===== config.mk =====
export PLATFORM = sky130hd
export DESIGN_NAME = mw_store_buffer
export DESIGN_NICKNAME = d
export VERILOG_FILES = /design/src/rtl/mw_store_buffer.sv
export SDC_FILE = /design/constraint.sdc
export NUM_CORES = 1
export LEC_CHECK = 0
export ABC_AREA = 1
export CORE_MARGIN = 2
export CORE_UTILIZATION = 40
export CTS_CLUSTER_SIZE = 24
export DETAILED_ROUTE_END_ITERATION = 16
export PLACE_DENSITY = 0.63
export SKIP_CTS_REPAIR_TIMING = 1
export SYNTH_ARGS = -nofsm -noshare
export SYNTH_HDL_FRONTEND = slang
export SYNTH_SLANG_ARGS = --single-unit

===== constraint.sdc =====
create_clock -name clk -period 4.97 [get_ports clk]
set_input_delay 0.994 -clock clk [delete_from_list [all_inputs] [get_ports clk]]
set_output_delay 0.994 -clock clk [all_outputs]
set_load 0.01 [all_outputs]

===== src/rtl/mw_store_buffer.sv =====
// Posted-write store buffer between the MW stage and the data memory port.
// In-order FIFO drain, youngest-entry coalescing and load forwarding.
module mw_store_buffer #(
    parameter int unsigned DEPTH = 4,
    parameter int unsigned AW    = 32,
    parameter int unsigned DW    = 32
) (
    input  logic                     clk,
    input  logic                     r,
    input  logic                     st_v,
    input  logic [AW-1:0]            st_addr,
    input  logic [DW-1:0]            st_data,
    output logic                     st_full,
    input  logic [AW-1:0]            ld_addr,
    input  logic                     ld_re,
    output logic                     fwd_hit,
    output logic [DW-1:0]            fwd_data,
    output logic                     mem_we,
    output logic [AW-1:0]            mem_addr,
    output logic [DW-1:0]            mem_data,
    input  logic                     mem_wfin,
    output logic [$clog2(DEPTH):0]   count,
    output logic                     ovf
);

    localparam int unsigned PW = $clog2(DEPTH);
    localparam int unsigned CW = PW + 1;

    typedef enum logic [0:0] {StIdle, StWrite} state_e;

    state_e             state_q, state_d;
    logic [PW-1:0]      head_q, head_d;
    logic [PW-1:0]      tail_q, tail_d;
    logic [PW-1:0]      young_idx;
    logic [PW-1:0]      fwd_idx;
    logic               full_q, full_d;
    logic               ovf_q, ovf_d;
    logic [DEPTH-1:0]   valid_q, valid_d;
    logic [AW-1:0]      addr_q [DEPTH];
    logic [DW-1:0]      data_q [DEPTH];
    logic [CW-1:0]      count_d;
    logic               retire, coalesce, push, drop;

    // Pointers alone are ambiguous when head == tail, so the full flag disambiguates.
    assign count     = full_q ? CW'(DEPTH) : {1'b0, tail_q - head_q};
    assign st_full   = full_q;
    assign ovf       = ovf_q;
    assign young_idx = tail_q - PW'(1);
    assign mem_we    = (state_q == StWrite);
    assign mem_addr  = addr_q[head_q];
    assign mem_data  = data_q[head_q];

    always_comb begin
        retire   = (state_q == StWrite) && mem_wfin;
        // The head is frozen while it is being written, so it never absorbs a coalesce.
        coalesce = st_v && (count != '0) && (addr_q[young_idx] == st_addr)
                   && !((state_q == StWrite) && (young_idx == head_q));
        push     = st_v && !coalesce && !full_q;
        drop     = st_v && !coalesce && full_q;

        count_d  = count + CW'(push) - CW'(retire);
        full_d   = (count_d == CW'(DEPTH));
        head_d   = retire ? head_q + PW'(1) : head_q;
        tail_d   = push ? tail_q + PW'(1) : tail_q;
        ovf_d    = ovf_q | drop;
        state_d  = (count_d != '0) ? StWrite : StIdle;

        valid_d = valid_q;
        if (retire) valid_d[head_q] = 1'b0;
        if (push)   valid_d[tail_q] = 1'b1;
    end

    // Scan oldest to youngest so the last match wins.
    always_comb begin
        fwd_hit  = 1'b0;
        fwd_data = '0;
        fwd_idx  = head_q;
        for (int unsigned i = 0; i < DEPTH; i++) begin
            fwd_idx = head_q + PW'(i);
            if (ld_re && valid_q[fwd_idx] && (addr_q[fwd_idx] == ld_addr)) begin
                fwd_hit  = 1'b1;
                fwd_data = data_q[fwd_idx];
            end
        end
    end

    always_ff @(posedge clk) begin
        if (r) begin
            state_q <= StIdle;
            head_q  <= '0;
            tail_q  <= '0;
            full_q  <= 1'b0;
            ovf_q   <= 1'b0;
            valid_q <= '0;
        end else begin
            state_q <= state_d;
            head_q  <= head_d;
            tail_q  <= tail_d;
            full_q  <= full_d;
            ovf_q   <= ovf_d;
            valid_q <= valid_d;
        end
    end

    always_ff @(posedge clk) begin
        if (push) begin
            addr_q[tail_q] <= st_addr;
            data_q[tail_q] <= st_data;
        end else if (coalesce) begin
            data_q[young_idx] <= st_data;
        end
    end

endmodule


== Word-level counts from Yosys, hierarchy flattened ==
Memories as Yosys holds them, arrays and structs flattened. A register that Yosys moved wholly into a read port is not among the register bits.
Index checks and enable logic that the tools add are counted.
Storage, ports and cells
  register bits after elaboration: 11
  bits in latches: 0
  memory bits (writable): 256
  memory bits (read-only): 0
  logic and storage cells: 94
  memories kept: 2
Cells by class
  add/sub/neg operators: 8
  $mul: 0
  div/mod/pow operators: 0
  order comparisons: 7
  equality and inequality tests: 7
  shifts and indexed selects: 0
  muxes and demuxes: 36
  bitwise logic cells: 4
  reductions and logical operators: 24
Memory list
  addr_q: words 4, width 32, read ports 5, clocked after Yosys merged registers in 1, wr ports 1, RTL line 39  | logic [AW-1:0] addr_q [DEPTH];
  data_q: words 4, width 32, read ports 4, clocked after Yosys merged registers in 1, wr ports 1, RTL line 40  | logic [DW-1:0] data_q [DEPTH];
Operators with widths (number)
  $eq 32x32->1: 5
  $mux 32: 5
  $reduce_or 32->1: 1
  $logic_and 1x1->1: 18
  $mux 1: 17
  $lt 2x3->1 const B: 5
  $mux 2: 5
  $bmux 1 s2: 4
  $mux 4: 2
  $reduce_bool 3->1: 2
  $add 2x1->2 const B: 2
  $add 2x2->2 const B: 2
  $and 4x4->4: 1
  $demux 1 s2: 2
  $ge 2x1->1 const B: 2
  $not 4->4: 1
  $or 4x4->4: 1
  $add 3x1->3: 1
  $eq 3x3->1 const B: 1
  $logic_not 1->1: 3
  $mux 3: 1
  $sub 3x1->3: 1
  $eq 2x2->1: 1
  $sub 2x1->2 const B: 1
  2 further kinds: 2

== Longest topological paths before layout ==
Gate-level depths: netlist (run 1).
  depth after elaboration: 13
  depth in mapped cells: 25

== Least setup slack after synthesis (run 1) ==
Ideal clock, no wire load.
  kind: register to output
  start point: reg head_q[0]
  end point: out fwd_data[31]
  data arrival time: 3.486 ns
  required time: 3.976 ns
  setup slack: 0.490 ns
  stages on the path, launching flop included: 21
  buffers on the path: 8
  cell sequence: dfxtp_1 > inv_2 > buf_2 > buf_2 > clkbuf_1 > clkbuf_1 > ha_1 > buf_2 > inv_2 > buf_4 > buf_4 > o211ai_1 > nand2_1 > xor2_1 > nand3_1 > nor2_4 > nand3_2 > nand2_1 > buf_2 > nand3_1 > a21oi_1
On the way
  elaborated cells on any way between the ends: 28
RTL lines
  start, declared: RTL line 32  | logic [PW-1:0] head_q, head_d;
  start signal, assigned: RTL line 90  | head_q <= '0;
  start signal, assigned: RTL line 97  | head_q <= head_d;
  $add 2x2->2 (*): RTL line 79  | fwd_idx = head_q + PW'(i);
  named net fwd_idx[0]: RTL line 35  | logic [PW-1:0] fwd_idx;
  branches (longest 4 deep; another with $mem_v2 4x32)
  $mux 32 (*): RTL line 80  | if (ld_re && valid_q[fwd_idx] && (addr_q[fwd_idx] == ld_addr)) begin
  end, declared: RTL line 17  | output logic [DW-1:0] fwd_data,
Mark *: on every way through the listed nets, which the timed path passes. The select of a mux whose other input is x is not followed.

== Final worst setup path (run 1) ==
  start point: reg head_q[0]
  end point: out fwd_hit
On the way
  cells in the longest elaborated chain, start to end: 8
  elaborated cells on any way between the ends: 27
RTL lines
  branches (longest 7 deep; another with $mem_v2 4x32)
  $mux 1 (*): RTL line 80
  end, declared: RTL line 16  | output logic fwd_hit,
Every way passes the cells marked *. The select of a mux whose other input is x is not followed.

==> run_results.csv, run 1 <==
group,metric,value,unit
pwr,swShare,45.9,%
finish,layout.nets,3181,
global_routing,grt_pass1_wl,122000,um
cts,cts_buffer_depth,3,
finish,area.sequential,7960,sq um
detailed_routing,drc,0,
floorplanning,die-width,228,um
critical_path,timing.rr.start,"tail_q[1]$_SDFFE_PP0N_",
synth,synth_nets,3032,
global_routing,grt_max_degree,173,
floorplanning,die_area,51900,sq um
finish,layout_common_cells,"1063 x nand2_1, 463 x nand3_1, 256 x edfxtp_1",
sta,relSlewSlack,38.1,%
place,preCtsSetupSlack,-0.160,ns
worst_hold_path,min_from,"ovf$_SDFF_PP0_",
sta,period_minus_slack,4.88,ns
pwr,internal-power,0.00616,W
critical_path,critPathMaxFanout,13,
critical_path,crit_required,3.98,ns
cts,numCtsBuffers,34,
synth,ys_seq_area_share,39.6,%
sta,setup_viol,0,
detailed_routing,first_pass_iters,6,
detailed_routing,drt_iter0_markers,3093,
cts,clockRootBuffer,"clkbuf_16",
pwr,comb_power_share,52.5,%
finish,multi_input_area,10800,sq um
global_routing,grt_overflow_total,0,
critical_path,crit_family,"buffers and inverters",
pwr,ir_drop,0.382,mV
pwr,seqPwrFrac,25.8,%
cts,clock_sinks,269,
synth,syn_inst,2919,
sta,maxSlewViolCount,0,
pwr,finalPower,0.0114,W
finish,nFillCells,4865,
flow_run,maxCapViolations,0,
detailed_routing,ant_nets,0,
critical_path,cp_cell_sequence,"inv_6, ha_4, buf_4, clkbuf_16, nand3_1, nand2_1, nor2_1, nor3_2, nand2_1, nor2_1, nand3_2, nor2_4, buf_12, inv_2, nand4_1, clkdlybuf4s50_1",
sta,fmax,205,MHz
finish,drive_gt1_share,6.37,%
global_routing,grt_pass1_vias,19724,
critical_path,start_kind,"flop",
synth,synth_cell_types,38,
sta,timing_hold_violations_final,0,
detailed_routing,avgViaCountPerCell,5.85,
floorplanning,start_util,40.2,%
critical_path,critical_path_class,"flop to primary output",
synth,netlist_area,20100,sq um
pwr,net-switching-power,0.00522,W
finish,synthToLayoutAreaGrowth,22.4,%
cts,clkTransAtPathRegs,0.06,ns
pwr,power_density,464,nW/um^2
floorplanning,ioPinCount,204,
global_routing,track_usage,30.4,%
detailed_routing,via_count,22003,
status,outcome,"finished, final reports clean",
worst_hold_path,hp-class,"flop to flop",
cts,htreeDepth,2,
critical_path,worstPathArrival,3.89,ns
place,dp_hpwl,54400,um
critical_path,cp_num_buf_inv,6,
synth,ys_ff_latch,269,
detailed_routing,wl_per_cell,22.4,um
place,portBuffers,203,
sta,worstMarginPinSlew,0.928,ns
sta,fin_ws,0.0908,ns
critical_path,cp_slowest_cell,"clkdlybuf4s50_1",
floorplanning,die_y,228,um
synth,syn_area_per_cell,6.87,sq um
global_routing,antenna_found_initial,6,
sta,worst_clock_skew,0.0282,ns
sta,finalCritPeriodShare,98.2,%
cts,cts_tree,"done",
pwr,p_leak,10.9,nW
detailed_routing,drt_wl_total,84400,um
critical_path,crit_start,"head_q[0]$_SDFFE_PP0P_",
pwr,p_clk_share,21.7,%
cts,clkLatencyLatePin,0.57,ns
floorplanning,rows,82,
critical_path,worst_setup_path_end_kind,"primary output",
synth,ys.warnings.count,0,
finish,layout_commonest_cell,"nand2_1",
critical_path,max_stage_delay,0.56,ns
floorplanning,core_area,49900,sq um
place,place_congestion,1.01,
[cells in the mapped netlist]
cell | number | area, sq um
nand3b_1 | 2 | 15.0
or2_1 | 2 | 12.5
edfxtp_1 | 256 | 7690
and3_1 | 2 | 12.5
dfxtp_1 | 13 | 260
fa_1 | 1 | 20.0
ha_1 | 11 | 138
xnor2_1 | 5 | 43.8
mux2i_1 | 62 | 621
buf_2 | 78 | 390
nand4_1 | 16 | 100
clkbuf_1 | 87 | 327
o21ai_1 | 12 | 60.1
nand3_1 | 465 | 2330
nor3_1 | 3 | 15.0
a31oi_1 | 1 | 6.26
and2_0 | 1 | 6.26
and2_1 | 1 | 6.26
or2_2 | 14 | 87.6
o21ai_0 | 211 | 1060
a21oi_1 | 79 | 395
xor2_1 | 41 | 359
nand3_2 | 1 | 10.0
o22ai_1 | 64 | 400
nor2_4 | 1 | 11.3
nor4_1 | 1 | 6.26
nand2_2 | 1 | 6.26
a32oi_1 | 1 | 8.76
buf_1 | 7 | 26.3
o211ai_1 | 6 | 45.0
inv_1 | 133 | 499
clkinv_1 | 3 | 11.3
nor2_1 | 249 | 935
nand2_1 | 1065 | 4000
a32o_1 | 1 | 10.0
buf_4 | 13 | 97.6
inv_2 | 8 | 30.0
nor2_2 | 2 | 12.5
[final timing paths]
path | cells past startpoint | slack (ns) | end
max | 16 | 0.09 | fwd_hit
min | 2 | 0.51 | ovf$_SDFF_PP0_
max reg2reg | 18 | 0.86 | st_full$_SDFF_PP0_
min reg2reg | 2 | 0.51 | ovf$_SDFF_PP0_
[cells by family (layout without fill, tap and decap cells)]
family / after synthesis / after routing / synth area share [%]
flops: 269 / 269 / 39.6
xor+xnor: 46 / 46 / 2.01
mux: 62 / 62 / 3.09
compound gates: 375 / 375 / 9.88
other cells: 0 / 1 / 0
fa+ha+maj: 12 / 12 / 0.786
buf+inv: 329 / 501 / 6.89
simple gates: 1826 / 1826 / 37.7
[tightest hold or removal path, cell delays in order (launching register included)]
cell and delay [ns]:
dfxtp_1 0.34, inv_1 0.06, a21oi_1 0.06
[state kept, by name, indices dropped and copies added (netlist names), named ones only]
signal,flops
tail_q,2
head_q,2
data_q,128
addr_q,128
valid_q,4
ovf,1
st_full,1
mem_we,1
[layer usage]
| metal | global-route usage [%] | wire [um] | vias to the layer above |
|---|---|---|---|
| li1 | - | - | 10084 |
| met3 | 6.11 | 10000 | 229 |
| met5 | 0 | 67 | - |
| met2 | 48.9 | 37800 | 1542 |
| met4 | 10.2 | 3160 | 10 |
| met1 | 40.8 | 33300 | 10138 |
[metrics by stage]
step | std cells | setup TNS [ns] | area (sq um) | hold slack [ns] | utilization (%)
floorplan | 2919 | 0 | 20100 | 0.450 | -
global placement | 3689 | -2.63 | 23000 | 0.498 | 46.1
detailed placement | 3689 | -2.65 | 23000 | 0.503 | 46.1
CTS | 3748 | -11.21 | 24100 | 0.512 | 48.3
global route | 3763 | -0.00567 | 24500 | 0.539 | 49.2
finish | 3764 | 0 | 24500 | 0.510 | 49.2
[final cells by class]
class                   instances  area share (%)
repair buffers                298            13.2
clock buffers                  42            3.63
clock inverters                17           0.872
multi-input cells            2321            44.2
well taps                     672            3.43
inverters                     144            2.28
diodes                          1          0.0102
flip-flops and latches        269            32.4
[power by group through the flow]
stage               combinational [W]  clock (W)  sequential, W
floorplan                     0.00345          0        0.00291
global placement              0.00554          0        0.00296
detailed placement            0.00558          0        0.00297
CTS                           0.00561    0.00251        0.00293
global route                  0.00640    0.00260        0.00296
finish                        0.00597    0.00247        0.00294
Power figures use the tool's default switching activity.
==> inputs of run 2 (changes only) <==
--- a/config.mk
+++ b/config.mk
@@ -10,7 +10,8 @@
 export CORE_UTILIZATION = 40
 export CTS_CLUSTER_SIZE = 24
 export DETAILED_ROUTE_END_ITERATION = 16
-export PLACE_DENSITY = 0.63
+export DONT_BUFFER_PORTS = 1
+export PLACE_DENSITY = 0.57
 export SKIP_CTS_REPAIR_TIMING = 1
 export SYNTH_ARGS = -nofsm -noshare
 export SYNTH_HDL_FRONTEND = slang
==> run_results.csv, run 2 (same netlist as run 1, synthesis figures left out) <==
group,metric,value,unit
global_routing,grt_use_met1,42.3,%
worst_hold_path,worstHoldPathCells,1,
cts,cts_buffer_depth,3,
detailed_routing,via_count,20873,
critical_path,worstPathArrival,3.83,ns
critical_path,start_kind,"flop",
critical_path,reg2reg_to,"mem_we$_SDFF_PP0_",
floorplanning,die-width,228,um
cts,cts_tree,"done",
finish,layout_commonest_cell,"nand2_1",
worst_hold_path,min_to,"valid_q[0]$_SDFF_PP0_",
place,place_congestion,1.00,
cts,clock_sinks,269,
flow_run,maxCapViolations,0,
finish,layout_common_cells,"1065 x nand2_1, 463 x nand3_1, 256 x edfxtp_1",
detailed_routing,avgViaCountPerCell,5.89,
global_routing,grt_overflow_total,0,
detailed_routing,drt_wl_total,82500,um
detailed_routing,wl_per_cell,23.3,um
finish,instances_no_fill,3544,
floorplanning,die_area,51900,sq um
sta,finalCritPeriodShare,97.1,%
global_routing,grt_pass1_vias,18805,
critical_path,crit_required,3.98,ns
sta,hold_slack,0.464,ns
global_routing,met2_usage,44.6,%
floorplanning,die_y,228,um
detailed_routing,drt_iter0_markers,2709,
cts,clkTransAtPathRegs,0.06,ns
sta,relSlewSlack,31.8,%
sta,setup_viol,0,
sta,worstMarginPinSlew,1.02,ns
worst_hold_path,hp-class,"input pin to flop",
detailed_routing,ant_nets,0,
sta,period_minus_slack,4.83,ns
sta,rsz0062_at_grt,"no",
finish,area.sequential,7960,sq um
finish,reg.largest.list,"addr_q (128), data_q (128), valid_q (4)",
cts,numCtsBuffers,31,
global_routing,grt_pass1_wl,120000,um
place,placed_cells,3482,
detailed_routing,drc,0,
global_routing,track_usage,30.0,%
pwr,ir_drop,0.362,mV
floorplanning,rows,82,
place,dp_hpwl,55200,um
global_routing,antenna_found_initial,1,
floorplanning,core_area,49900,sq um
finish,layout.nets,2960,
pwr,finalPower,0.0104,W
floorplanning,ioPinCount,204,
cts,clkLatencyLatePin,0.60,ns
place,portBuffers,0,
global_routing,met3_usage,8.86,%
global_routing,grt-busiest-layer,"met2",
place,place_area,20800,sq um
critical_path,r2r_setup_slack,0.79,ns
cts,clockRootBuffer,"clkbuf_16",
pwr,power_density,471,nW/um^2
global_routing,grt_max_degree,149,
critical_path,timing.rr.start,"head_q[1]$_SDFFE_PP0P_",
finish,antenna-diode-count,0,
cts,htreeDepth,1,
sta,worst_clock_skew,0.0430,ns
detailed_routing,first_pass_iters,6,
worst_hold_path,min_from,"r",
critical_path,critical_path_class,"flop to primary output",
finish,design_area,22100,sq um
finish,multi_input_area,10800,sq um
critical_path,worst_setup_path_end_kind,"primary output",
sta,fmax,207,MHz
critical_path,worstRegToRegCells,19,
sta,maxSlewViolCount,0,
floorplanning,start_util,40.2,%
status,outcome,"finished, final reports clean",
finish,nFillCells,5084,
finish,drive_gt1_share,5.85,%
pwr,p_leak,9.44,nW
critical_path,critPathMaxFanout,41,
finish,synthToLayoutAreaGrowth,9.97,%
sta,timing_hold_violations_final,0,
run 2: cell types whose count changed in the layout (fill, tap and decap cells not counted), sizes merged:
cell,previous run,this run
diode,1,0
inv,140,144
dlymetal6s2s,32,0
clkdlybuf4s50,171,0
clkinvlp,3,1
clkinv,15,10
clkbuf,47,46
bufinv,3,5
buf,90,76
run 2: critical path, cell delays in order (launching register included):
cell and delay, ns:
dfxtp_4 0.42, inv_6 0.13, ha_4 0.48, inv_16 0.13, buf_4 0.21, nand3_1 0.12, nand2_1 0.06, nand2_1 0.11
nand2_1 0.07, nor2_1 0.08, nand2_1 0.05, nor2_1 0.24, nand3_1 0.14, nor2_2 0.22, buf_12 0.25, a21oi_1 0.08
a21oi_1 0.24, buf_4 0.17
run 2: layout make-up:
| type | instances | share of cell area [%] |
|---|---|---|
| clock buffer | 42 | 3.75 |
| multi-input combinational | 2321 | 48.9 |
| clock inverter | 16 | 1.03 |
| tap | 672 | 3.81 |
| inverter | 144 | 2.60 |
| timing repair buffer | 80 | 3.83 |
| sequential | 269 | 36.1 |
run 2: power by group:
part	internal (W)	switching [W]	total (W)	leakage, nW
Sequential	0.00275	0.000252	0.00300	2.46
Clock	0.00143	0.000942	0.00237	0.513
Combinational	0.00144	0.00357	0.00500	6.47
run 2: layer usage:
layer / share of wire [%] / routed length, um
met5: 0.16 / 131
met4: 2.5 / 2080
met3: 13 / 10600
met2: 43 / 35300
met1: 42 / 34400
run 2: worst max-delay path by stage:
stage                      startpoint           end  slack (ns)  depth (start not counted)
2_1_floorplan  head_q[0]$_SDFFE_PP0P_  fwd_data[31]        0.49                         20
3_3_place_gp                     flop  fwd_data[25]        0.47                         13
3_5_place_dp                     flop  fwd_data[29]        0.50                         15
4_1_cts                          flop  fwd_data[16]       -0.11                         13
5_1_grt        head_q[0]$_SDFFE_PP0P_  fwd_data[25]       0.003                         19
6_report       head_q[0]$_SDFFE_PP0P_  fwd_data[25]        0.14                         17
run 2: stage by stage:
step                      TNS (ns)  util [%]  setup slack (ns)
after floorplan                  0         -             0.490
after global placement           0      41.7             0.473
after detailed placement         0      41.7             0.497
after CTS                    -1.45      43.8            -0.115
after global routing             0      44.2           0.00329
final                            0      44.2             0.145
